**src/rtl/sr_bank_arbiter.sv**
```systemverilog
// Round-robin controller sharing a bank of SR cells between two requesters.
// Each command is converted from SR/D/JK/T form into S/R drive, applied, then answered.
module sr_bank_arbiter #(
  parameter int WIDTH = 8,
  parameter int IDXW  = 3
) (
  input  logic             clk,
  input  logic             rst,
  input  logic             req_valid0,
  input  logic             req_valid1,
  output logic             req_ready0,
  output logic             req_ready1,
  input  logic [1:0]       req_mode0,
  input  logic [1:0]       req_mode1,
  input  logic [IDXW-1:0]  req_idx0,
  input  logic [IDXW-1:0]  req_idx1,
  input  logic             req_a0,
  input  logic             req_a1,
  input  logic             req_b0,
  input  logic             req_b1,
  output logic             resp_valid0,
  output logic             resp_valid1,
  output logic             resp_q,
  output logic             resp_err,
  output logic [WIDTH-1:0] q_bank,
  output logic             busy
);

  localparam logic [1:0] IDLE  = 2'd0;
  localparam logic [1:0] APPLY = 2'd1;
  localparam logic [1:0] RESP  = 2'd2;

  localparam logic [1:0] MODE_SR = 2'b00;
  localparam logic [1:0] MODE_D  = 2'b01;
  localparam logic [1:0] MODE_JK = 2'b10;
  localparam logic [1:0] MODE_T  = 2'b11;

  logic [1:0]      state;
  logic [1:0]      cmd_mode;
  logic [IDXW-1:0] cmd_idx;
  logic            cmd_a;
  logic            cmd_b;
  logic            cmd_id;
  logic            last_grant;

  logic            grant;
  logic            handshake;
  logic            idx_ok;
  logic            cur_q;
  logic            s;
  logic            r;
  logic            new_q;
  logic            apply_err;

  // On a tie the requester that did not win last time is chosen.
  always_comb begin
    if (req_valid0 && req_valid1) grant = ~last_grant;
    else                          grant = req_valid1;
  end

  assign req_ready0 = (state == IDLE) && req_valid0 && !grant;
  assign req_ready1 = (state == IDLE) && req_valid1 &&  grant;
  assign handshake  = req_ready0 || req_ready1;

  assign idx_ok = (int'(cmd_idx) < WIDTH);
  assign cur_q  = idx_ok ? q_bank[cmd_idx] : 1'b0;

  // NOTE: s and r get defaults before the case so no path leaves them unassigned (no latch).
  always_comb begin
    s = 1'b0;
    r = 1'b0;
    case (cmd_mode)
      MODE_SR: begin s = cmd_a;          r = cmd_b;         end
      MODE_D:  begin s = cmd_a;          r = ~cmd_a;        end
      MODE_JK: begin s = cmd_a & ~cur_q; r = cmd_b & cur_q; end
      MODE_T:  begin s = cmd_a & ~cur_q; r = cmd_a & cur_q; end
      default: begin s = 1'b0;           r = 1'b0;          end
    endcase
  end

  // S=R=1 can only arise from SR mode; the cell holds and the command is flagged.
  assign new_q     = (s & ~r) ? 1'b1 : ((r & ~s) ? 1'b0 : cur_q);
  assign apply_err = !idx_ok || (s & r);

  // NOTE: all state uses non-blocking assignment so every register samples pre-edge values.
  always_ff @(posedge clk or posedge rst) begin
    if (rst) begin
      state      <= IDLE;
      cmd_mode   <= MODE_SR;
      cmd_idx    <= '0;
      cmd_a      <= 1'b0;
      cmd_b      <= 1'b0;
      cmd_id     <= 1'b0;
      last_grant <= 1'b1;
      q_bank     <= '0;
      resp_q     <= 1'b0;
      resp_err   <= 1'b0;
    end else begin
      case (state)
        IDLE: begin
          if (handshake) begin
            cmd_mode <= grant ? req_mode1 : req_mode0;
            cmd_idx  <= grant ? req_idx1  : req_idx0;
            cmd_a    <= grant ? req_a1    : req_a0;
            cmd_b    <= grant ? req_b1    : req_b0;
            cmd_id   <= grant;
            state    <= APPLY;
          end
        end
        APPLY: begin
          if (idx_ok) q_bank[cmd_idx] <= new_q;
          resp_q   <= idx_ok ? new_q : 1'b0;
          resp_err <= apply_err;
          state    <= RESP;
        end
        RESP: begin
          last_grant <= cmd_id;
          state      <= IDLE;
        end
        default: state <= IDLE;
      endcase
    end
  end

  assign resp_valid0 = (state == RESP) && !cmd_id;
  assign resp_valid1 = (state == RESP) &&  cmd_id;
  assign busy        = (state != IDLE);

endmodule
```
**config.mk**
```make
export PLATFORM = sky130hd
export DESIGN_NAME = sr_bank_arbiter
export DESIGN_NICKNAME = d
export VERILOG_FILES = /design/src/rtl/sr_bank_arbiter.sv
export SDC_FILE = /design/constraint.sdc
export NUM_CORES = 1
export LEC_CHECK = 0
export CORE_MARGIN = 5
export CORE_UTILIZATION = 40
export CTS_BUF_LIST = sky130_fd_sc_hd__clkbuf_4 sky130_fd_sc_hd__clkbuf_8
export CTS_CLUSTER_DIAMETER = 150
export CTS_CLUSTER_SIZE = 30
export DETAILED_ROUTE_END_ITERATION = 8
export HOLD_SLACK_MARGIN = 0.05
export PLACE_DENSITY_LB_ADDON = 0.15
export RECOVER_POWER = 25
export SLEW_MARGIN = 10
export SYNTH_ARGS = -nofsm -noshare
export SYNTH_HDL_FRONTEND = slang
export SYNTH_SLANG_ARGS = --single-unit
export TNS_END_PERCENT = 30
```
**constraint.sdc**
```tcl
create_clock -name clk -period 3.1 [get_ports clk]
set_clock_uncertainty 0.2 [all_clocks]
set_input_delay 0.62 -clock clk [delete_from_list [all_inputs] [get_ports clk]]
set_output_delay 0.62 -clock clk [all_outputs]
set_load 0.02 [all_outputs]
```
==> results of run 1 <==
## worst max-delay path, delay by kind of cell
family                 cells  cell delay (ns)
buffers and inverters      3             1.23
and+or+nand+nor            1             0.06
AOI/OAI and AO/OA          1             0.23
## flip-flops by register name (all words and copies together) (netlist names)
register	flops
cmd_a	1
cmd_b	1
cmd_id	1
cmd_idx	3
cmd_mode	2
last_grant	1
q_bank	8
resp_err	1
resp_q	1
state	2
## power by group
group	internal (µW)	switching, µW	leakage (µW)	total [µW]
registers	413	144	0.000247	558
clock network	48.2	89.0	0.0000177	137
logic	402	367	0.000351	769
total	864	600	0.000616	1460
## routing by layer
layer  GRT usage (%)  vias to the layer above  wire length (µm)
li1                -                      404                 -
met4            4.55                        0                25
met3            2.52                        4               120
met2            20.9                       19              1060
met5               0                        -                 0
met1            16.7                      384              1040
## through the flow
stage	power (µW)	util, %	hold slack (ns)	area (µm²)
6_report	1460	56.6	0.309	1430
5_1_grt	1580	56.6	0.348	1430
4_1_cts	1480	56.6	0.319	1430
3_5_place_dp	1340	55.6	0.282	1400
3_3_place_gp	1330	55.6	0.279	1400
2_1_floorplan	1060	-	0.273	1070
## layout make-up
type,count,area [µm²]
fillers,234,1090
flip-flops and latches,21,527
multi-input cells,67,494
repair buffers,33,328
well taps,30,37.5
clock buffers,3,22.5
inverters,4,15.0
clock inverters,1,5.00
## final timing paths
kind	slack, ns	end	startpoint	depth (start not counted)
setup / recovery	0.14	req_ready0	req_valid1	5
hold / removal	0.31	resp_err	resp_err	2
setup reg to reg	0.78	q_bank[2]	cmd_idx[0]	4
hold reg to reg	0.31	resp_err	resp_err	2
max in group asynchronous	1.55	cmd_id	rst	2
min in group asynchronous	0.67	q_bank[4]	rst	2
## cells by family after synthesis
| kind of cell | Yosys count |
|---|---|
| mux | 20 |
| simple gates | 33 |
| compound gates | 14 |
| flops | 21 |
| buf+inv | 8 |
## cell usage in the layout (no fill, tap or decap), types with 2 or more instances in the layout
cell and n:
a21oi_1 7, clkbuf_4 3, mux2i_1 8, mux2_2 9
clkdlybuf4s50_1 31, dfrtp_1 20, inv_1 4, nand2_1 3
nand3b_1 2, nand2b_1 4, a21boi_0 2, nand3_1 2
mux4_1 2, nor3_1 4, nor4_1 2, a21o_1 2
nor2_1 14
==> results_dict.tcl, run 1 <==
set metrics [dict create \
    final.period_utilization_pct 95.5 \
    hold_viol 0 \
    synth-simple-area-share_pct 15.0 \
    wire_per_inst_um 14.1 \
    cts_setup_buffers 0 \
    via_per_inst 5.10 \
    vdd.ir_drop.worst_v 0.000516 \
    setup_viol 0 \
    status "completed" \
    grt_overflow 0 \
    crit_fanout 8 \
    rsz0062_at_grt "false" \
    yosys.area_share.xor_xnor_pct 0 \
    path_common_cell "clkdlybuf4s50_1" \
    cts.clk_slew.worst_paths_ns 0.12 \
    synth_edf_count 0 \
    grtUsageTotal_pct 12.8 \
    layout-drive-gt1-share_pct 12.4 \
    die_area_um2 3800 \
    synth_area_leaders "dfrtp_1 (47%), mux2_2 (9.5%), mux2i_1 (7.5%), mux4_1 (4.9%), nor2_1 (4.9%)" \
    cts_max_level 1 \
    synth_ff_type "dfrtp_1" \
    maxCapViolCount 0 \
    cts_tree "built" \
    num_vias 811 \
    fmax_mhz 338 \
    cts_hold_buf 0 \
    synth_area_leader_cell "dfrtp_1" \
    io_buffers 32 \
    hold_path_class "reg2reg" \
    syn_nets 114 \
    cts_root_buf "clkbuf_4" \
    synth_compound_area_share_pct 7.98 \
    grt_pass1_wl_mm 3.64 \
    synth_area_per_cell_um2 11.1 \
    first_global_vias 828 \
    drtIter0Drc 15 \
    yosysMostFrequentCell "dfrtp_1" \
    design.core.area_um2 2520 \
    clock_path_buffers 2 \
    critPathArrivalTime_ns 2.14 \
    yosysUniqueCellTypes 24 \
    initial_core_util_pct 42.3 \
    dr.pass1.iters 4 \
    tns_ns 0 \
    relSlewSlack_pct 48.7 \
    yosys_register_bits 21 \
    dieWidth_um 61.6 \
    area_growth_pct 34.0 \
    synth_top_family_by_area "multiplexers" \
    post-place-ws_ns 0.127 \
    num_io_pins 33 \
    end_kind "output port" \
    fin_nets 148 \
    required_ns 2.28 \
    critPathLaunchType "input port" \
    fin_crit_ns 2.96 \
    power_density_nw_per_um2 1020 \
    max_slew.worst_pin.slew_ns 0.768 \
    antenna_left 0 \
    wl_mm 2.24 \
    synthDominantCellAreaShare_pct 46.9 \
    power.leakage_uw 0.000616 \
    cpMaxStageDelayCell "clkdlybuf4s50_1" \
    synthMuxAreaShare_pct 23.4 \
    num_antenna_cells 0 \
    fp.dieH_um 61.6 \
    clock-sinks 21 \
    grt_max_degree 22 \
    synth_cells 96 \
    async_flop_share_pct 100 \
    cp_cell_sequence "clkdlybuf4s50_1 -> a21boi_0 -> buf_4 -> nor2_1 -> clkdlybuf4s50_1" \
    synth_area_um2 1070 \
    cts_buffers 3 \
    ys_warn_count 0 \
    cts_resized 0 \
    setup_ws_ns 0.140 \
    finalMaxSlewViolations 0 \
    netlist_top_cells_count "dfrtp_1 (20), nor2_1 (14), mux2_2 (9)" \
    antenna_found_initial 0 \
    synthAdderAreaFrac_pct 0 \
    hpwlAfterDp_mm 1.69 \
    path_class "in2out" \
    fin_cells 159 \
    clkLatencyLatePin_ns 0.31 \
    rows 18 \
    gp_congestion 0.738 \
    drc 0 \
    yosysSeqAreaShare_pct 49.4 \
    cp_slowest_stage_delay_ns 0.53 \
    placed_cells 155 \
]
No activity file was read; power rests on OpenSTA's default activity.
==> run 2, diff against run 1 <==
PLACE_DENSITY = 0.81   (was not set)
PLACE_DENSITY_LB_ADDON = not set   (was 0.15)
==> results_dict.tcl, run 2 (same netlist as run 1, synthesis figures left out) <==
set metrics [dict create \
    status "completed" \
    gp_congestion 0.842 \
    drc 0 \
    clkLatencyLatePin_ns 0.29 \
    fin_nets 148 \
    fp.dieH_um 61.6 \
    dr.pass1.iters 4 \
    fillers 225 \
    fin_area_um2 1430 \
    final_cell_mix "clkdlybuf4s50_1 (31), dfrtp_1 (20), nor2_1 (14)" \
    initial_core_util_pct 42.3 \
    power.total_uw 1470 \
    vdd.ir_drop.worst_v 0.000504 \
    path_class "in2out" \
    power_density_nw_per_um2 1030 \
    first_global_vias 815 \
    grt_max_degree 22 \
    largestRegisters "q_bank: 8 flops, cmd_idx: 3 flops" \
    hpwlAfterDp_mm 1.78 \
    relSlewSlack_pct 47.1 \
    hold_viol 0 \
    cts_resized 0 \
    required_ns 2.28 \
    cts.clk_slew.worst_paths_ns 0.11 \
    layout-drive-gt1-share_pct 12.4 \
    final.period_utilization_pct 94.8 \
    fin_crit_ns 2.94 \
    cts_setup_buffers 0 \
    crit_fanout 8 \
    dieWidth_um 61.6 \
    num_io_pins 33 \
    antenna_found_initial 0 \
    design.core.area_um2 2520 \
    setup_ws_ns 0.162 \
    hold_path_class "reg2reg" \
    dpl-instance-area_um2 1400 \
    num_vias 829 \
    post-place-ws_ns 0.112 \
    cts_hold_buf 0 \
    maxCapViolCount 0 \
    cts_root_buf "clkbuf_4" \
    grt_overflow 0 \
    drtIter0Drc 21 \
    rows 18 \
    wl_mm 2.21 \
    via_per_inst 5.21 \
    cts_tree "built" \
    fmax_mhz 340 \
    max_slew.worst_pin.slew_ns 0.792 \
    io_buffers 32 \
    clock-sinks 21 \
    die_area_um2 3800 \
    grtUsageTotal_pct 13.4 \
    finalMaxSlewViolations 0 \
    tns_ns 0 \
    antenna_left 0 \
    area_growth_pct 34.3 \
    num_antenna_cells 0 \
    clock_path_buffers 2 \
    critPathLaunchType "input port" \
    cts_max_level 1 \
    rsz0062_at_grt "false" \
    end_kind "output port" \
    top_register "q_bank" \
    cts_buffers 3 \
    critPathArrivalTime_ns 2.12 \
    final_common_cell "clkdlybuf4s50_1" \
    grt_pass1_wl_mm 3.70 \
    largest_reg_flops 8 \
    wire_per_inst_um 13.9 \
    power.leakage_uw 0.000618 \
    setup_viol 0 \
]
==> run 2: cell types whose count changed in the layout (fill, tap and decap cells not counted) <==
| cell | change |
|---|---|
| clkbuf_4 | +1 |
| and2_1 | +1 |
| a21boi_1 | +1 |
| a21boi_0 | -1 |
| clkinv_2 | -1 |
| and2_0 | -1 |
==> run 2: metal layers <==
layer  routed length, µm  global-route usage, %
met5                   0                      0
met4                  27                   6.36
met3                 139                   2.73
met2                1220                   24.1
met1                 824                   15.1
==> run 2: critical path: stages <==
cell	delay, ns
clkdlybuf4s50_1	0.50
a21boi_1	0.09
buf_4	0.18
nor2_1	0.11
clkdlybuf4s50_1	0.61
==> run 2: power by group <==
| group | leakage, µW | total (µW) | switching [µW] | internal [µW] |
|---|---|---|---|---|
| Combinational | 0.000352 | 777 | 374 | 403 |
| Clock | 0.0000184 | 137 | 78.3 | 58.8 |
| Sequential | 0.000247 | 555 | 141 | 414 |
| Total | 0.000618 | 1470 | 594 | 875 |
==> run 2: cell type report <==
type | count | area, µm² | share of cell area, %
tap | 30 | 37.5 | 2.62
inverter | 4 | 15.0 | 1.05
multi-input combinational | 67 | 494 | 34.5
timing repair buffer | 33 | 328 | 22.9
sequential | 21 | 527 | 36.8
clock buffer | 4 | 30.0 | 2.10
==> run 2: through the flow <==
stage	util [%]	hold WS [ns]	cells
finish	56.7	0.318	159
global route	56.7	0.346	159
CTS	56.7	0.328	159
detailed placement	55.6	0.302	155
global placement	55.6	0.265	155
floorplan	-	0.273	96
==> run 2: final timing paths <==
kind | slack [ns] | startpoint | end | cells past startpoint
setup reg to reg | 0.80 | cmd_idx[0] | q_bank[0] | 4
setup / recovery | 0.16 | req_valid0 | req_ready0 | 5
max in group asynchronous | 1.51 | rst | cmd_mode[0] | 2
hold / removal | 0.32 | resp_q | resp_q | 1
min in group asynchronous | 0.70 | rst | q_bank[2] | 2
hold reg to reg | 0.32 | resp_q | resp_q | 1
==> run 3, diff against run 2 <==
ABC_CLOCK_PERIOD_IN_PS = 3100   (was not set)
==> results of run 3 <==
Same layout as run 2: the final DEF is identical, and so are final timing and power.
